===== src/rtl/uart_tx_arbiter.sv =====
// Round-robin scheduler sharing one UART_TX among NUM_REQ producers; ready is combinational in IDLE, launch pulse one cycle later.
// Backpressure: no ready is given while a byte, its guard gap or a post-reset/abort flush is outstanding.
module uart_tx_arbiter #(
   parameter int NUM_REQ      = 4,
   parameter int CLKS_PER_BIT = 217,
   parameter int GAP_CLKS     = 2,
   parameter int TIMEOUT_CLKS = 12*CLKS_PER_BIT
) (
   input  logic                       i_Clock,
   input  logic                       i_Rst_L,
   input  logic [NUM_REQ-1:0]         i_Req_Valid,
   input  logic [8*NUM_REQ-1:0]       i_Req_Byte,
   output logic [NUM_REQ-1:0]         o_Req_Ready,
   output logic [$clog2(NUM_REQ)-1:0] o_Grant_Id,
   output logic                       o_Busy,
   output logic                       o_Timeout,
   output logic                       o_TX_DV,
   output logic [7:0]                 o_TX_Byte,
   input  logic                       i_TX_Active,
   input  logic                       i_TX_Done
);

   localparam int IW = $clog2(NUM_REQ);
   localparam int SW = IW + 1;
   // A watchdog shorter than one 10-bit frame would abort healthy bytes, so it is floored there.
   localparam int TO_EFF  = (TIMEOUT_CLKS > 10*CLKS_PER_BIT) ? TIMEOUT_CLKS : 10*CLKS_PER_BIT + 1;
   localparam int CNT_MAX = (GAP_CLKS > TO_EFF) ? GAP_CLKS : TO_EFF;
   localparam int CW      = $clog2(CNT_MAX + 1);
   localparam logic [CW-1:0] TO_LAST  = CW'(TO_EFF - 1);
   localparam logic [CW-1:0] GAP_LAST = (GAP_CLKS > 0) ? CW'(GAP_CLKS - 1) : '0;

   typedef enum logic [2:0] {FLUSH, IDLE, LAUNCH, WAIT_DONE, GAP} state_t;

   state_t        state;
   logic [IW-1:0] rr_ptr;
   logic [IW-1:0] win;
   logic          win_vld;
   logic [SW-1:0] scan;
   logic [CW-1:0] timer;
   logic [7:0]    req_bytes [NUM_REQ];

   for (genvar g = 0; g < NUM_REQ; g++) begin : g_bytes
      assign req_bytes[g] = i_Req_Byte[8*g +: 8];
   end

   // Scan upward from the slot after the last winner so the last winner ends up lowest priority.
   always_comb begin
      win     = '0;
      win_vld = 1'b0;
      scan    = '0;
      for (int i = 1; i <= NUM_REQ; i++) begin
         scan = {1'b0, rr_ptr} + SW'(i);
         if (scan >= SW'(NUM_REQ)) begin
            scan = scan - SW'(NUM_REQ);
         end
         if (!win_vld && i_Req_Valid[scan[IW-1:0]]) begin
            win_vld = 1'b1;
            win     = scan[IW-1:0];
         end
      end
   end

   always_comb begin
      o_Req_Ready = '0;
      if (state == IDLE && win_vld) begin
         o_Req_Ready[win] = 1'b1;
      end
   end

   // Done arriving on the final watchdog cycle takes precedence over the abort.
   assign o_Timeout = (state == WAIT_DONE) && (timer == TO_LAST) && !i_TX_Done;

   always_ff @(posedge i_Clock or negedge i_Rst_L) begin
      if (!i_Rst_L) begin
         state      <= FLUSH;
         rr_ptr     <= IW'(NUM_REQ - 1);
         o_Grant_Id <= '0;
         o_TX_Byte  <= '0;
         o_TX_DV    <= 1'b0;
         o_Busy     <= 1'b1;
         timer      <= '0;
      end else begin
         o_TX_DV <= 1'b0;
         case (state)
            FLUSH: begin
               if (!i_TX_Active) begin
                  state  <= IDLE;
                  o_Busy <= 1'b0;
               end
            end
            IDLE: begin
               if (win_vld) begin
                  o_TX_Byte  <= req_bytes[win];
                  o_Grant_Id <= win;
                  rr_ptr     <= win;
                  o_TX_DV    <= 1'b1;
                  o_Busy     <= 1'b1;
                  state      <= LAUNCH;
               end
            end
            LAUNCH: begin
               timer <= '0;
               state <= WAIT_DONE;
            end
            WAIT_DONE: begin
               if (i_TX_Done) begin
                  timer <= '0;
                  if (GAP_CLKS > 0) begin
                     state <= GAP;
                  end else begin
                     state  <= IDLE;
                     o_Busy <= 1'b0;
                  end
               end else if (timer == TO_LAST) begin
                  timer <= '0;
                  state <= FLUSH;
               end else begin
                  timer <= timer + 1'b1;
               end
            end
            GAP: begin
               if (timer == GAP_LAST) begin
                  timer  <= '0;
                  state  <= IDLE;
                  o_Busy <= 1'b0;
               end else begin
                  timer <= timer + 1'b1;
               end
            end
            default: begin
               state  <= FLUSH;
               o_Busy <= 1'b1;
            end
         endcase
      end
   end

endmodule


===== config.mk =====
export PLATFORM = sky130hd
export DESIGN_NAME = uart_tx_arbiter
export DESIGN_NICKNAME = d
export VERILOG_FILES = /design/src/rtl/uart_tx_arbiter.sv
export SDC_FILE = /design/constraint.sdc
export NUM_CORES = 1
export LEC_CHECK = 0
export ABC_CLOCK_PERIOD_IN_PS = 2700
export CORE_MARGIN = 2
export CORE_UTILIZATION = 46
export DETAILED_ROUTE_END_ITERATION = 7
export PLACE_DENSITY = 0.8
export SYNTH_ARGS = -nofsm -noshare
export SYNTH_HDL_FRONTEND = slang
export SYNTH_SLANG_ARGS = --single-unit
export TNS_END_PERCENT = 5

===== constraint.sdc =====
create_clock -name i_Clock -period 2.7 [get_ports i_Clock]
set_clock_uncertainty 0.05 [all_clocks]
set_input_delay 0.81 -clock i_Clock [delete_from_list [all_inputs] [get_ports i_Clock]]
set_output_delay 0.81 -clock i_Clock [all_outputs]
set_load 0.05 [all_outputs]

==> results.sh, run 1 <==
export IMPL_status="finished, violations left"
export IMPL_violations="negative setup slack"
export IMPL_rr_worst_depth=15
export IMPL_rows=22
export IMPL_grt_pass1_vias=1815
export IMPL_wire_per_inst_um=16.9
export IMPL_fin_crit_sh_pct=109
export IMPL_cts_tree="yes"
export IMPL_cts_hold_buf=0
export IMPL_via_count=1873
export IMPL_arrival_ns=2.07
export IMPL_core_area_mm2=0.00372
export IMPL_whs_path_depth=2
export IMPL_hold_path_end="o_Grant_Id[1]"
export IMPL_crit_required_ns=1.84
export IMPL_max_stage_delay_ns=0.39
export IMPL_synth_seq_cells=29
export IMPL_syn_area_mm2=0.00181
export IMPL_grt_pass1_wl_mm=8.89
export IMPL_worstMarginPinSlew_ns=0.560
export IMPL_drc_errors=0
export IMPL_dieArea_mm2=0.00444
export IMPL_via_per_inst=5.54
export IMPL_worstSetupStartpointType="input pin"
export IMPL_antenna_found_initial=0
export IMPL_path_max_fanout=4
export IMPL_worst_slack_ns=-0.230
export IMPL_insertion_delay_ns=0.29
export IMPL_initial_core_util_pct=48.6
export IMPL_nNetsFinal=331
export IMPL_worst_path_max_delay_cell="or3_4"
export IMPL_post_route_util_pct=81.0
export IMPL_setup_viol=5
export IMPL_drv_cap=0
export IMPL_drtAntennaViolNets=0
export IMPL_wl_mm=5.73
export IMPL_synth_top_area_share_pct=36.0
export IMPL_r2r_slack_ns=-0.03
export IMPL_rsz0062_at_grt="yes"
export IMPL_yosysMostFrequentCell="dfrtp_1"
export IMPL_synthCells=192
export IMPL_synth_flop_cell="dfrtp_1"
export IMPL_cp_end_kind="output port"
export IMPL_grt_util_all_layers_pct=27.1
export IMPL_hold_path_startpoint="o_Grant_Id[1]"
export IMPL_r2r_start="rr_ptr[1]"
export IMPL_power_mw=3.12
export IMPL_relSlewSlack_pct=62.5
export IMPL_p_per_area_mw_per_mm2=1040
export IMPL_io_buffers=56
export IMPL_netlist_top_cells_area="dfrtp_1 (36%), mux2i_1 (6.1%), dfstp_2 (4.4%)"
export IMPL_yosysWarningCount=0
export IMPL_power_leakage_nw=1.34
export IMPL_slew_violations=0
export IMPL_path_common_cell="buf_6"
export IMPL_cts_buffers=5
export IMPL_finalHoldViolations=0
export IMPL_globalplace_congestion=0.870
export IMPL_dr_first_iter_drc_count=102
export IMPL_root_buffer="clkbuf_8"
export IMPL_syn_to_final_growth_pct=66.8
export IMPL_crit_path_cell_trace="buf_6, buf_6, and3b_1, a211oi_2, nor2_2, or3_4, inv_4, buf_12"
export IMPL_path_class="in -> out"
export IMPL_grt_max_degree=30
export IMPL_clk_pin_slew_worst_paths_ns=0.07
export IMPL_firstDrtPassIters=4
export IMPL_yosys_area_top_type="dfrtp_1"
export IMPL_worst_hold_slack_ns=0.433
export IMPL_postSynthAreaPerCell_um2=9.40
export IMPL_die_h_um=66.7
export IMPL_diodes=0
export IMPL_synthesis_nets=234
export IMPL_io_pins=57
export IMPL_die_x_um=66.7
export IMPL_cts_max_level=2
export IMPL_async_reset_ff_share_pct=100
export IMPL_fin_crit_ns=2.93
export IMPL_synth_common_cells="dfrtp_1 (26), nand2_1 (21), nor2_1 (15), inv_1 (14), mux2i_1 (11)"
export IMPL_fmax_ghz=0.341
export IMPL_cts_sinks=29
export IMPL_overflow=0
export IMPL_peakVddDrop_uv=736
export IMPL_synth_lib_cells_used_distinct=50
export IMPL_cts_buffer_depth=2
export IMPL_worst_r2r_endpoint="o_TX_Byte[1]"
export IMPL_worst_hold_path_type="reg -> reg"
export IMPL_dp_hpwl_mm=3.66
export IMPL_drive_above_1_share_pct=31.7
export IMPL_synth_enable_flop_cells=0
export IMPL_synth_seq_area_share_pct=40.4
## cell families (layout without fill, tap and decap cells)
| group | count (synthesis) | after routing | share of synthesized area (%) |
|---|---|---|---|
| adders and majority gates | 2 | 2 | 1.39 |
| muxes | 12 | 12 | 6.72 |
| AOI/OAI and AO/OA | 42 | 42 | 20.5 |
| buffers and inverters | 24 | 122 | 5.41 |
| and+or+nand+nor | 76 | 76 | 22.2 |
| DFF | 29 | 29 | 40.4 |
| xor gates and xnor gates | 7 | 7 | 3.40 |
## area by class of cell
class,instances,area (um2)
Inverter,16,62.6
Fill cell,239,704
Clock inverter,3,65.1
Multi-Input combinational cell,139,1090
Sequential cell,29,729
Timing Repair Buffer,98,937
Clock buffer,5,68.8
Tap cell,48,60.1
## cells in the final DEF, fill, tap and decap left out, drive strengths merged, types with 4 or more instances in the layout
cell and n:
inv 16, dfrtp 26, nand3 4, clkdlybuf4s50 47, nor2 16, mux2i 11
a2bb2oi 7, buf 48, nand2 21, xnor2 6, o221ai 7, clkbuf 7
nand4 4, o22ai 4, nor3 7, nor4 7, a21oi 5
## per-stage QoR
| stage | cell area, um2 | instances | TNS, ns | setup slack, ns |
|---|---|---|---|---|
| 2_1_floorplan | 1850 | 192 | -0.281 | -0.129 |
| 3_5_place_dp | 2690 | 314 | -2.93 | -0.637 |
| 4_1_cts | 2950 | 335 | -1.01 | -0.259 |
| 5_1_grt | 3010 | 338 | -1.06 | -0.270 |
| 3_3_place_gp | 2690 | 314 | -2.58 | -0.602 |
| 6_report | 3010 | 338 | -0.796 | -0.230 |
## critical path: cells and delay by family
family	cells	cell delay [ns]
and+or+nand+nor	3	0.63
buffers and inverters	4	0.40
AOI/OAI and AO/OA	1	0.22
## how the worst max path moves through the flow
stage                    from             end  slack, ns  cells past startpoint
2_1_floorplan  i_Req_Valid[0]  o_Req_Ready[2]      -0.13                      6
3_3_place_gp   i_Req_Valid[3]  o_Req_Ready[1]      -0.60                      8
3_5_place_dp   i_Req_Valid[0]  o_Req_Ready[1]      -0.64                      8
4_1_cts        i_Req_Valid[3]  o_Req_Ready[1]      -0.26                      8
5_1_grt        i_Req_Valid[3]  o_Req_Ready[1]      -0.27                      8
6_report       i_Req_Valid[3]  o_Req_Ready[1]      -0.23                      8
## layer usage
| metal | part of all wire [%] | GRT usage, % | routed length, um |
|---|---|---|---|
| met1 | 41 | 33.5 | 2320 |
| met2 | 48 | 45.4 | 2740 |
| met3 | 8.2 | 6.25 | 468 |
| met4 | 3.4 | 11.0 | 194 |
| met5 | 0 | 0 | 0 |
## state kept, by name (all words and copies together), names as in the netlist
register and cells:
o_Busy 1, o_Grant_Id 2, o_TX_Byte 8, o_TX_DV 1, rr_ptr 2, state 3, timer 12
## repair_timing
action,in CTS,in global routing
hold endpoints to repair,0,0
resized for setup,17,13
pin swaps,4,4
setup endpoints to repair,4,6
setup buffers,13,3
## power breakdown
part	switching (mW)	total (mW)	internal, mW	leakage (nW)
Clock	0.180	0.546	0.367	0.0681
Combinational	1.01	1.85	0.840	0.895
Sequential	0.137	0.723	0.586	0.372
Total	1.33	3.12	1.79	1.34
Note: power is estimated with default switching activity, not from simulation.
==> inputs of run 2 (changes only) <==
TNS_END_PERCENT = 20   (was 5)
==> results of run 2 <==
Final layout, timing and power as in run 1 (identical DEF).
==> inputs of run 3 (changes only) <==
--- a/config.mk
+++ b/config.mk
@@ -11,4 +11,5 @@
 export DETAILED_ROUTE_END_ITERATION = 7
 export PLACE_DENSITY = 0.8
+export SLEW_MARGIN = 25
 export SYNTH_ARGS = -nofsm -noshare
 export SYNTH_HDL_FRONTEND = slang
==> constraint.sdc (replaced) <==
create_clock -name i_Clock -period 2.7 [get_ports i_Clock]
set_clock_uncertainty 0.05 [all_clocks]
set_input_delay 0.27 -clock i_Clock [delete_from_list [all_inputs] [get_ports i_Clock]]
set_output_delay 0.27 -clock i_Clock [all_outputs]
set_load 0.05 [all_outputs]
==> run 3 against run 2 <==
The flow now finishes without violations. Fmax up 21%. Die area did not move. Clock-buffer cell count up 2. Worst setup slack improved by 0.50 ns. Final cell count is 11% lower. Sequential power is 2% lower. Combinational power decreased by 24%.
==> results.sh, run 3 (same netlist as run 1, synthesis figures left out) <==
export IMPL_status="finished clean"
export IMPL_path_max_fanout=14
export IMPL_arrival_ns=2.11
export IMPL_fillCellCount=296
export IMPL_internal_power_mw=1.38
export IMPL_layout_commonest_cell="clkdlybuf4s50_1"
export IMPL_fmax_ghz=0.411
export IMPL_grt_pass1_vias=1608
export IMPL_dp_hpwl_mm=3.33
export IMPL_largest_reg_flops=12
export IMPL_firstDrtPassIters=4
export IMPL_fin_crit_sh_pct=90.0
export IMPL_cts_buffers=5
export IMPL_cts_hold_buf=0
export IMPL_cts_buffer_depth=2
export IMPL_reg_top3="timer x12, o_TX_Byte x8, state x3"
export IMPL_root_buffer="clkbuf_8"
export IMPL_power_leakage_nw=1.09
export IMPL_p_clk_share_pct=15.8
export IMPL_path_class="in -> out"
export IMPL_combPwrFrac_pct=55.9
export IMPL_rsz0062_at_grt="no"
export IMPL_dr_first_iter_drc_count=55
export IMPL_initial_core_util_pct=48.6
export IMPL_insertion_delay_ns=0.28
export IMPL_largest_register="timer"
export IMPL_drive_above_1_share_pct=13.9
export IMPL_cp_end_kind="output port"
export IMPL_drc_errors=0
export IMPL_drv_cap=0
export IMPL_cts_setup_buffers=0
export IMPL_grt_pass1_wl_mm=7.20
export IMPL_finalHoldViolations=0
export IMPL_dieArea_mm2=0.00444
export IMPL_slew_violations=0
export IMPL_wl_mm=4.40
export IMPL_power_switching_mw=1.12
export IMPL_wire_per_inst_um=14.7
export IMPL_dp_cells=292
export IMPL_grt_util_all_layers_pct=22.0
export IMPL_layout_cells_non_filler=300
export IMPL_clk_pin_slew_worst_paths_ns=0.06
export IMPL_grt_max_degree=30
export IMPL_worstSetupStartpointType="input pin"
export IMPL_overflow=0
export IMPL_drtAntennaViolNets=0
export IMPL_fin_crit_ns=2.43
export IMPL_globalplace_congestion=0.816
export IMPL_syn_to_final_growth_pct=41.6
export IMPL_io_pins=57
export IMPL_nNetsFinal=293
export IMPL_rows=22
export IMPL_die_h_um=66.7
export IMPL_peakVddDrop_uv=568
export IMPL_tns_ns=0
export IMPL_final_cell_mix="clkdlybuf4s50_1 (51), dfrtp_1 (26), nand2_1 (21)"
export IMPL_p_sw_share_pct=44.9
export IMPL_setup_viol=0
export IMPL_worstMarginPinSlew_ns=0.591
export IMPL_via_count=1598
export IMPL_via_per_inst=5.33
export IMPL_diodes=0
export IMPL_cts_resized=0
export IMPL_cts_max_level=2
export IMPL_worst_hold_path_type="in -> async"
export IMPL_cts_sinks=29
export IMPL_core_area_mm2=0.00372
export IMPL_die_x_um=66.7
export IMPL_seq_power_share_pct=28.3
export IMPL_cts_tree="yes"
export IMPL_io_buffers=56
export IMPL_antenna_found_initial=0
export IMPL_p_per_area_mw_per_mm2=979
export IMPL_crit_required_ns=2.38
export IMPL_relSlewSlack_pct=60.6
[run 3: power groups by stage]
| stage | Combinational, mW | Clock, mW | Sequential, mW |
|---|---|---|---|
| global placement | 1.39 | 0 | 0.711 |
| CTS | 1.42 | 0.414 | 0.707 |
| floorplan | 0.722 | 0 | 0.966 |
| global route | 1.50 | 0.435 | 0.728 |
| detailed placement | 1.41 | 0 | 0.716 |
| finish | 1.40 | 0.396 | 0.709 |
[run 3: final cells by class]
cell class / instances / area, um2 / share of cell area, %
multi-input combinational: 139 / 978 / 38.3
sequential: 29 / 729 / 28.5
clock buffer: 7 / 96.3 / 3.77
timing repair buffer: 60 / 628 / 24.6
tap: 48 / 60.1 / 2.35
clock inverter: 1 / 5.00 / 0.196
inverter: 16 / 60.1 / 2.35
[run 3: path summary, 6_finish.rpt]
check,from,cells past startpoint,slack (ns),endpoint
max reg2reg,rr_ptr[1],6,0.63,o_TX_Byte[0]
min reg2reg,o_Grant_Id[1],2,0.43,o_Grant_Id[1]
max in group asynchronous,i_Rst_L,2,1.96,rr_ptr[0]
max,i_Req_Valid[0],8,0.27,o_Req_Ready[2]
min in group i_Clock,o_Grant_Id[1],2,0.43,o_Grant_Id[1]
min,i_Rst_L,2,0.32,o_TX_Byte[1]
[run 3: layer usage]
layer	track usage (%)	share of wire, %
met3	6.76	9.4
met1	26.1	44
met2	37.0	45
met4	8.42	1.8
met5	0	0
[run 3: per-stage QoR]
stage	cell area [um2]	power, mW	hold slack [ns]	util [%]	setup slack [ns]
finish	2560	2.50	0.323	68.8	0.269
global route	2560	2.67	0.374	68.8	0.0725
CTS	2560	2.54	0.331	68.8	0.265
detailed placement	2460	2.13	0.421	66.1	0.264
global placement	2460	2.10	0.416	66.1	0.350
floorplan	1810	1.69	-0.0756	-	0.0277
[run 3: worst max-delay path, stage by stage]
cell and delay (ns):
clkdlybuf4s50_1 0.61, nor4_1 0.11, nor2_1 0.19, nand2_1 0.14, inv_2 0.20, nand2_1 0.12
nor3_1 0.29, buf_12 0.18
